==> src/rtl/wfi_protocol_monitor.sv <==
// wfi_protocol_monitor
// Multi-hart WFI protocol checker for the emulation harness. Each hart runs a
// small IDLE/ARMED/ASLEEP tracker that compares retired WFI instructions
// against the core's wfi status. Violations are reported on registered ports
// (err_valid pulse, err_code, err_hart, sticky flags), never by stopping time.
// Optional feature: define WFI_PROTOCOL_MONITOR_FATAL_EN to make every error
// pulse print a message and call $fatal in simulation.
module wfi_protocol_monitor #(
    parameter int          NUM_HARTS  = 4,
    parameter int          SKIP_CNT   = 100,
    parameter int          WAKE_CNT   = 64,
    parameter int          CNT_W      = 16,
    parameter logic [31:0] WFI_OPCODE = 32'h10500073,
    localparam int         HART_W     = (NUM_HARTS > 1) ? $clog2(NUM_HARTS) : 1
) (
    input  logic                       clock,
    input  logic                       reset_n,
    input  logic [NUM_HARTS-1:0]       wfi,
    input  logic [NUM_HARTS-1:0]       retire_valid,
    input  logic [32*NUM_HARTS-1:0]    retire_inst,
    input  logic [NUM_HARTS-1:0]       int_pending,
    input  logic [NUM_HARTS-1:0]       waive,
    input  logic                       err_clear,
    output logic                       err_valid,
    output logic [1:0]                 err_code,
    output logic [HART_W-1:0]          err_hart,
    output logic                       err_multi,
    output logic [NUM_HARTS-1:0]       err_sticky,
    output logic [CNT_W*NUM_HARTS-1:0] wfi_entries
);

    localparam int CW = $clog2(SKIP_CNT + 1);
    localparam int WW = $clog2(WAKE_CNT + 1);
    localparam logic [CW-1:0] CNT_LAST  = CW'(SKIP_CNT - 1);
    localparam logic [WW-1:0] WCNT_LAST = WW'(WAKE_CNT - 1);

    localparam logic [1:0] ERR_SPURIOUS   = 2'd0;
    localparam logic [1:0] ERR_TIMEOUT    = 2'd1;
    localparam logic [1:0] ERR_PEND_ENTRY = 2'd2;
    localparam logic [1:0] ERR_NO_WAKE    = 2'd3;

    typedef enum logic [1:0] {
        IDLE   = 2'd0,
        ARMED  = 2'd1,
        ASLEEP = 2'd2
    } state_t;

    state_t               state_q   [NUM_HARTS];
    state_t               state_d   [NUM_HARTS];
    logic [CW-1:0]        cnt_q     [NUM_HARTS];
    logic [CW-1:0]        cnt_d     [NUM_HARTS];
    logic [WW-1:0]        wcnt_q    [NUM_HARTS];
    logic [WW-1:0]        wcnt_d    [NUM_HARTS];
    logic [CNT_W-1:0]     entries_q [NUM_HARTS];
    logic [CNT_W-1:0]     entries_d [NUM_HARTS];
    logic [1:0]           code_vec  [NUM_HARTS];
    logic [NUM_HARTS-1:0] woke_q;
    logic [NUM_HARTS-1:0] woke_d;
    logic [NUM_HARTS-1:0] wfi_q;
    logic [NUM_HARTS-1:0] err_vec;
    logic [NUM_HARTS-1:0] retire_wfi;
    logic [NUM_HARTS-1:0] retire_other;
    logic [1:0]           code_sel;
    logic [HART_W-1:0]    hart_sel;
    logic                 multi_now;

    // Classify each hart's retire strobe as a WFI or some other instruction
    always_comb begin
        for (int h = 0; h < NUM_HARTS; h++) begin
            retire_wfi[h]   = retire_valid[h] && (retire_inst[32*h +: 32] == WFI_OPCODE);
            retire_other[h] = retire_valid[h] && (retire_inst[32*h +: 32] != WFI_OPCODE);
        end
    end

    // Per-hart protocol tracker: next state, counters and violation detection
    always_comb begin
        for (int h = 0; h < NUM_HARTS; h++) begin
            state_d[h]   = state_q[h];
            cnt_d[h]     = cnt_q[h];
            wcnt_d[h]    = wcnt_q[h];
            woke_d[h]    = woke_q[h];
            entries_d[h] = entries_q[h];
            err_vec[h]   = 1'b0;
            code_vec[h]  = ERR_SPURIOUS;
            case (state_q[h])
                IDLE: begin
                    if (wfi[h] && !wfi_q[h]) begin
                        err_vec[h]  = 1'b1;
                        code_vec[h] = ERR_SPURIOUS;
                    end else if (retire_wfi[h]) begin
                        state_d[h] = ARMED;
                        cnt_d[h]   = '0;
                    end
                end
                ARMED: begin
                    if (wfi[h] && int_pending[h]) begin
                        err_vec[h]  = 1'b1;
                        code_vec[h] = ERR_PEND_ENTRY;
                        state_d[h]  = IDLE;
                    end else if (wfi[h]) begin
                        if (entries_q[h] != '1) begin
                            entries_d[h] = entries_q[h] + 1'b1;
                        end
                        state_d[h] = ASLEEP;
                        wcnt_d[h]  = '0;
                        woke_d[h]  = 1'b0;
                    end else if (int_pending[h] || waive[h]) begin
                        state_d[h] = IDLE;
                    end else if (retire_other[h]) begin
                        state_d[h] = IDLE;
                    end else if (retire_wfi[h]) begin
                        cnt_d[h] = '0;
                    end else if (cnt_q[h] == CNT_LAST) begin
                        err_vec[h]  = 1'b1;
                        code_vec[h] = ERR_TIMEOUT;
                        state_d[h]  = IDLE;
                    end else begin
                        cnt_d[h] = cnt_q[h] + 1'b1;
                    end
                end
                ASLEEP: begin
                    if (!wfi[h]) begin
                        state_d[h] = IDLE;
                        wcnt_d[h]  = '0;
                        woke_d[h]  = 1'b0;
                    end else if (int_pending[h]) begin
                        if (wcnt_q[h] != WCNT_LAST) begin
                            wcnt_d[h] = wcnt_q[h] + 1'b1;
                        end else if (!woke_q[h]) begin
                            err_vec[h]  = 1'b1;
                            code_vec[h] = ERR_NO_WAKE;
                            woke_d[h]   = 1'b1;
                        end
                    end else begin
                        wcnt_d[h] = '0;
                    end
                end
                default: begin
                    state_d[h] = IDLE;
                end
            endcase
        end
    end

    // Lowest-index erring hart owns the report; flag when more than one erred
    always_comb begin
        code_sel  = ERR_SPURIOUS;
        hart_sel  = '0;
        multi_now = |(err_vec & (err_vec - NUM_HARTS'(1)));
        for (int h = NUM_HARTS - 1; h >= 0; h--) begin
            if (err_vec[h]) begin
                code_sel = code_vec[h];
                hart_sel = HART_W'(h);
            end
        end
    end

    // Per-hart state registers; wfi_q resets high so a held wfi is not spurious
    always_ff @(posedge clock or negedge reset_n) begin
        if (!reset_n) begin
            for (int h = 0; h < NUM_HARTS; h++) begin
                state_q[h]   <= IDLE;
                cnt_q[h]     <= '0;
                wcnt_q[h]    <= '0;
                entries_q[h] <= '0;
            end
            woke_q <= '0;
            wfi_q  <= '1;
        end else begin
            for (int h = 0; h < NUM_HARTS; h++) begin
                state_q[h]   <= state_d[h];
                cnt_q[h]     <= cnt_d[h];
                wcnt_q[h]    <= wcnt_d[h];
                entries_q[h] <= entries_d[h];
            end
            woke_q <= woke_d;
            wfi_q  <= wfi;
        end
    end

    // Registered error reporting; a fresh error beats a simultaneous clear
    always_ff @(posedge clock or negedge reset_n) begin
        if (!reset_n) begin
            err_valid  <= 1'b0;
            err_code   <= '0;
            err_hart   <= '0;
            err_multi  <= 1'b0;
            err_sticky <= '0;
        end else begin
            err_valid  <= |err_vec;
            err_code   <= code_sel;
            err_hart   <= hart_sel;
            err_multi  <= (err_clear ? 1'b0 : err_multi) | multi_now;
            err_sticky <= (err_clear ? '0 : err_sticky) | err_vec;
        end
    end

    for (genvar g = 0; g < NUM_HARTS; g++) begin : g_entries
        assign wfi_entries[CNT_W*g +: CNT_W] = entries_q[g];
    end

`ifdef WFI_PROTOCOL_MONITOR_FATAL_EN
`ifndef SYNTHESIS
    // Simulation-only: stop the run on the first reported violation
    always @(posedge clock) begin
        if (err_valid) begin
            $display("WFI error code=%0d hart=%0d", err_code, err_hart);
            $fatal(1, "WFI protocol violation");
        end
    end
`endif
`endif

endmodule

==> config.mk <==
export PLATFORM = sky130hd
export DESIGN_NAME = wfi_protocol_monitor
export DESIGN_NICKNAME = d
export VERILOG_FILES = /design/src/rtl/wfi_protocol_monitor.sv
export SDC_FILE = /design/constraint.sdc
export NUM_CORES = 1
export LEC_CHECK = 0
export CAP_MARGIN = 5
export CORE_UTILIZATION = 44
export DETAILED_ROUTE_END_ITERATION = 8
export PLACE_DENSITY = 0.81
export RECOVER_POWER = 100
export SETUP_SLACK_MARGIN = 0.1
export SLEW_MARGIN = 5
export SYNTH_ARGS = -nofsm -noshare
export SYNTH_HDL_FRONTEND = slang
export SYNTH_SLANG_ARGS = --single-unit
==> constraint.sdc <==
create_clock -name clock -period 2.1 [get_ports clock]
set_input_delay 0.21 -clock clock [delete_from_list [all_inputs] [get_ports clock]]
set_output_delay 0.21 -clock clock [all_outputs]
set_load 0.05 [all_outputs]
==> results.md <==
- Most frequent cells in the layout: clkdlybuf4s50_1 (140), dfrtp_1 (122), nand2_1 (77)
- Ys Warns: 0
- PwrDens: 652 nW/um2
- Placed cell areas: 11500 um2
- Maxcap violations: 0
- Mapped Cells: 823
- Detail Route Antenna Nets: 0
- Vias per Instance: 5.51
- Die Width: 138 um
- Nets: 1336
- Syn_nets: 998
- Register area share after synthesis: 45.2%
- Slew @ Worst Pin: 1140 ps
- Clock tree root buffer cell: clkbuf_16
- Critical path type: reg2reg
- Relative slew slack: 24.1%
- Leading area contributor after synthesis: dfrtp_1
- Average size of a mapped cell: 9.84 um2
- # rows: 49
- Gr usage total: 22.9%
- Worst skew pair latency: 420 ps
- Wirelength per Cell: 15.2 um
- IO buf count: 220
- Vias in the first global route: 7647
- Clk pin slew, worst setup/hold paths: 60 ps
- RSZ-0062 raised after global routing: true
- Post-synthesis register bit count: 146
- Final Max Tran Viols: 0
- Critical Path Fanout Max: 8
- Die area: 19000 um2
- CTS max path bufs: 2
- Initial antenna violation count: 0
- Drt first-iter violations: 334
- Clock skew: 8.23 ps
- Cts bufs inserted: 17
- Placed insts: 1357
- Overflow after GRT: 0
- Top FF cell, synth: dfrtp_1
- Fin worst setup slack: -49.9 ps
- Routed WL: 21300 um
- Number of diodes: 0
- Most common cell after layout, fill and taps aside: clkdlybuf4s50_1
- CTS tree: built
- Post-synthesis cell area: 8100 um2
- Drt drc: 0
- Yosys cell types: 67
- Total power: 7980 uW
- Leakage power: 0.00530 uW
- Peak Freq: 0.465 GHz
- Tcrit/Tclk final: 102%
- Core area: 18000 um2
- Crit path DAT: 2490 ps
- Share of cells above drive strength 1: 18.0%
- Detailed Routing Iterations Pass 1: 4
- Pin count of the biggest net entering global routing: 48
- Required @ worst endpoint: 2440 ps
- Post-synth top area share: 43.9%
- Asr flop ratio synth: 100%
- Max H-tree Level: 4
- Fin crit period: 2150 ps
- CTS sink cnt: 146
- Maximum vdd drop: 0.765 mV
- Type of the tightest min-delay check: in2reg
- Failing checks: setup timing
- Number of synthesized flops with an enable pin: 0
- Cell area after layout: 12200 um2
- Area contributors post-synth: dfrtp_1 (44%), xnor2_1 (5.4%), ha_1 (4.3%), nand3_1 (3.6%), nand2_1 (3.6%)
- Final Hold Vio Count: 0
- Startpoint types: register
- Fill count: 1456
- Critical Path Sink Type: register
- Post-route core utilization: 67.9%
- First-pass GRT wire length: 34800 um
- Status: finished, violations left
- Detailed Place HPWL: 15600 um
- Setup-failing EPs final: 4
- Syn-to-layout area delta: 51.0%
- Via count: 7725
- Layout Cells excl Fill: 1402
- I/O pin count: 221
- Die Height: 138 um
- Final GP Congestion: 0.840
- Initial Utilization: 44.9%
==> cell usage after synthesis, drive strengths merged (5+ instances only) <==
library cell  count
a21o              6
clkbuf            7
a21boi           10
o21ai            42
nor4b            14
xnor2            50
a22oi             5
nand2            77
and2              9
or2               6
o2bb2ai           5
or4               9
o31ai             5
nor4bb            5
inv              35
xor2              8
nand2b           13
nor3              9
nor2             33
nor4             17
ha               28
nand3            58
a31oi            17
a221oi            8
o31a              8
a21oi            26
dfrtp           142
nand4            34
or3               8
mux2              8
nor2b            10
nand3b            5
mux2i            13
nand4b            5
and4              6
and3             23
a211oi            5
==> critical path: stages, from the launching register on <==
cell	delay, ps
dfrtp_1	390
inv_2	80
ha_4	120
or4b_4	460
or4_4	430
buf_6	160
or3_1	350
o21ai_1	90
==> where the power goes <==
part           switching [uW]  internal, uW  leakage [uW]
logic                     940           794       0.00311
clock network            1240          1880      0.000284
registers                 154          2970       0.00191
==> registers in the layout, summed over array words and instances (netlist names) <==
register / flops
cnt_q: 28
err_code: 2
err_hart: 2
err_multi: 1
err_sticky: 4
err_valid: 1
state_q: 8
wcnt_q: 28
wfi_entries: 64
wfi_q: 4
woke_q: 4
==> per-layer routing <==
layer,global-route usage [%],vias up,share of wire [%]
met1,27.8,3740,42
met4,6.70,0,1.3
met3,4.49,24,4.4
met5,0,-,0
li1,-,3780,-
met2,40.8,181,52
==> stage by stage <==
stage               hold slack (ps)  TNS (ps)  worst slack (ps)
finish                          342     -93.2             -49.9
global route                    407     -2660              -125
CTS                             298     -38.8             -16.7
detailed placement              174    -10370              -383
global placement                167     -8620              -309
floorplan                     -85.6      -596              -112
==> worst paths after layout <==
| path | startpoint | end | slack (ps) | cells after the start |
|---|---|---|---|---|
| setup / recovery | state_q[7] | cnt_q[27] | -50 | 7 |
| hold / removal | retire_inst[47] | cnt_q[15] | 340 | 6 |
| setup reg to reg | state_q[7] | cnt_q[27] | -50 | 7 |
| hold reg to reg | err_sticky[0] | err_sticky[0] | 480 | 1 |
| max in group asynchronous | reset_n | wfi_entries[48] | 270 | 3 |
| min in group asynchronous | reset_n | wcnt_q[22] | 560 | 2 |
==> repair_timing <==
item                       in CTS  in global routing
setup buffers                   9                  4
resized for setup              30                 42
gates cloned                    0                  0
hold endpoints to repair       39                  0
setup endpoints to repair      39                 49
pin swaps                      14                 21
hold buffers                    1                  0
==> cell type report <==
cell class,count,area (um2),share of cell area (%)
Tap cell,229,287,2.34
Multi-Input combinational cell,631,4580,37.5
Clock inverter,14,180,1.47
Timing Repair Buffer,330,2940,24.0
Sequential cell,146,3680,30.1
Clock buffer,17,425,3.48
Inverter,35,131,1.07
==> kinds of logic after synthesis <==
kind of cell             count (synthesis)  share of synthesized area (%)
flip-flops                             146                           45.2
adder cells (fa/ha/maj)                 28                           4.32
buffers and inverters                   46                           2.19
AO/OA/AOI/OAI                          170                           14.4
XOR/XNOR                                58                           6.27
AND/OR/NAND/NOR                        354                           24.9
multiplexers                            21                           2.72
(Power assumes the default switching activity.)
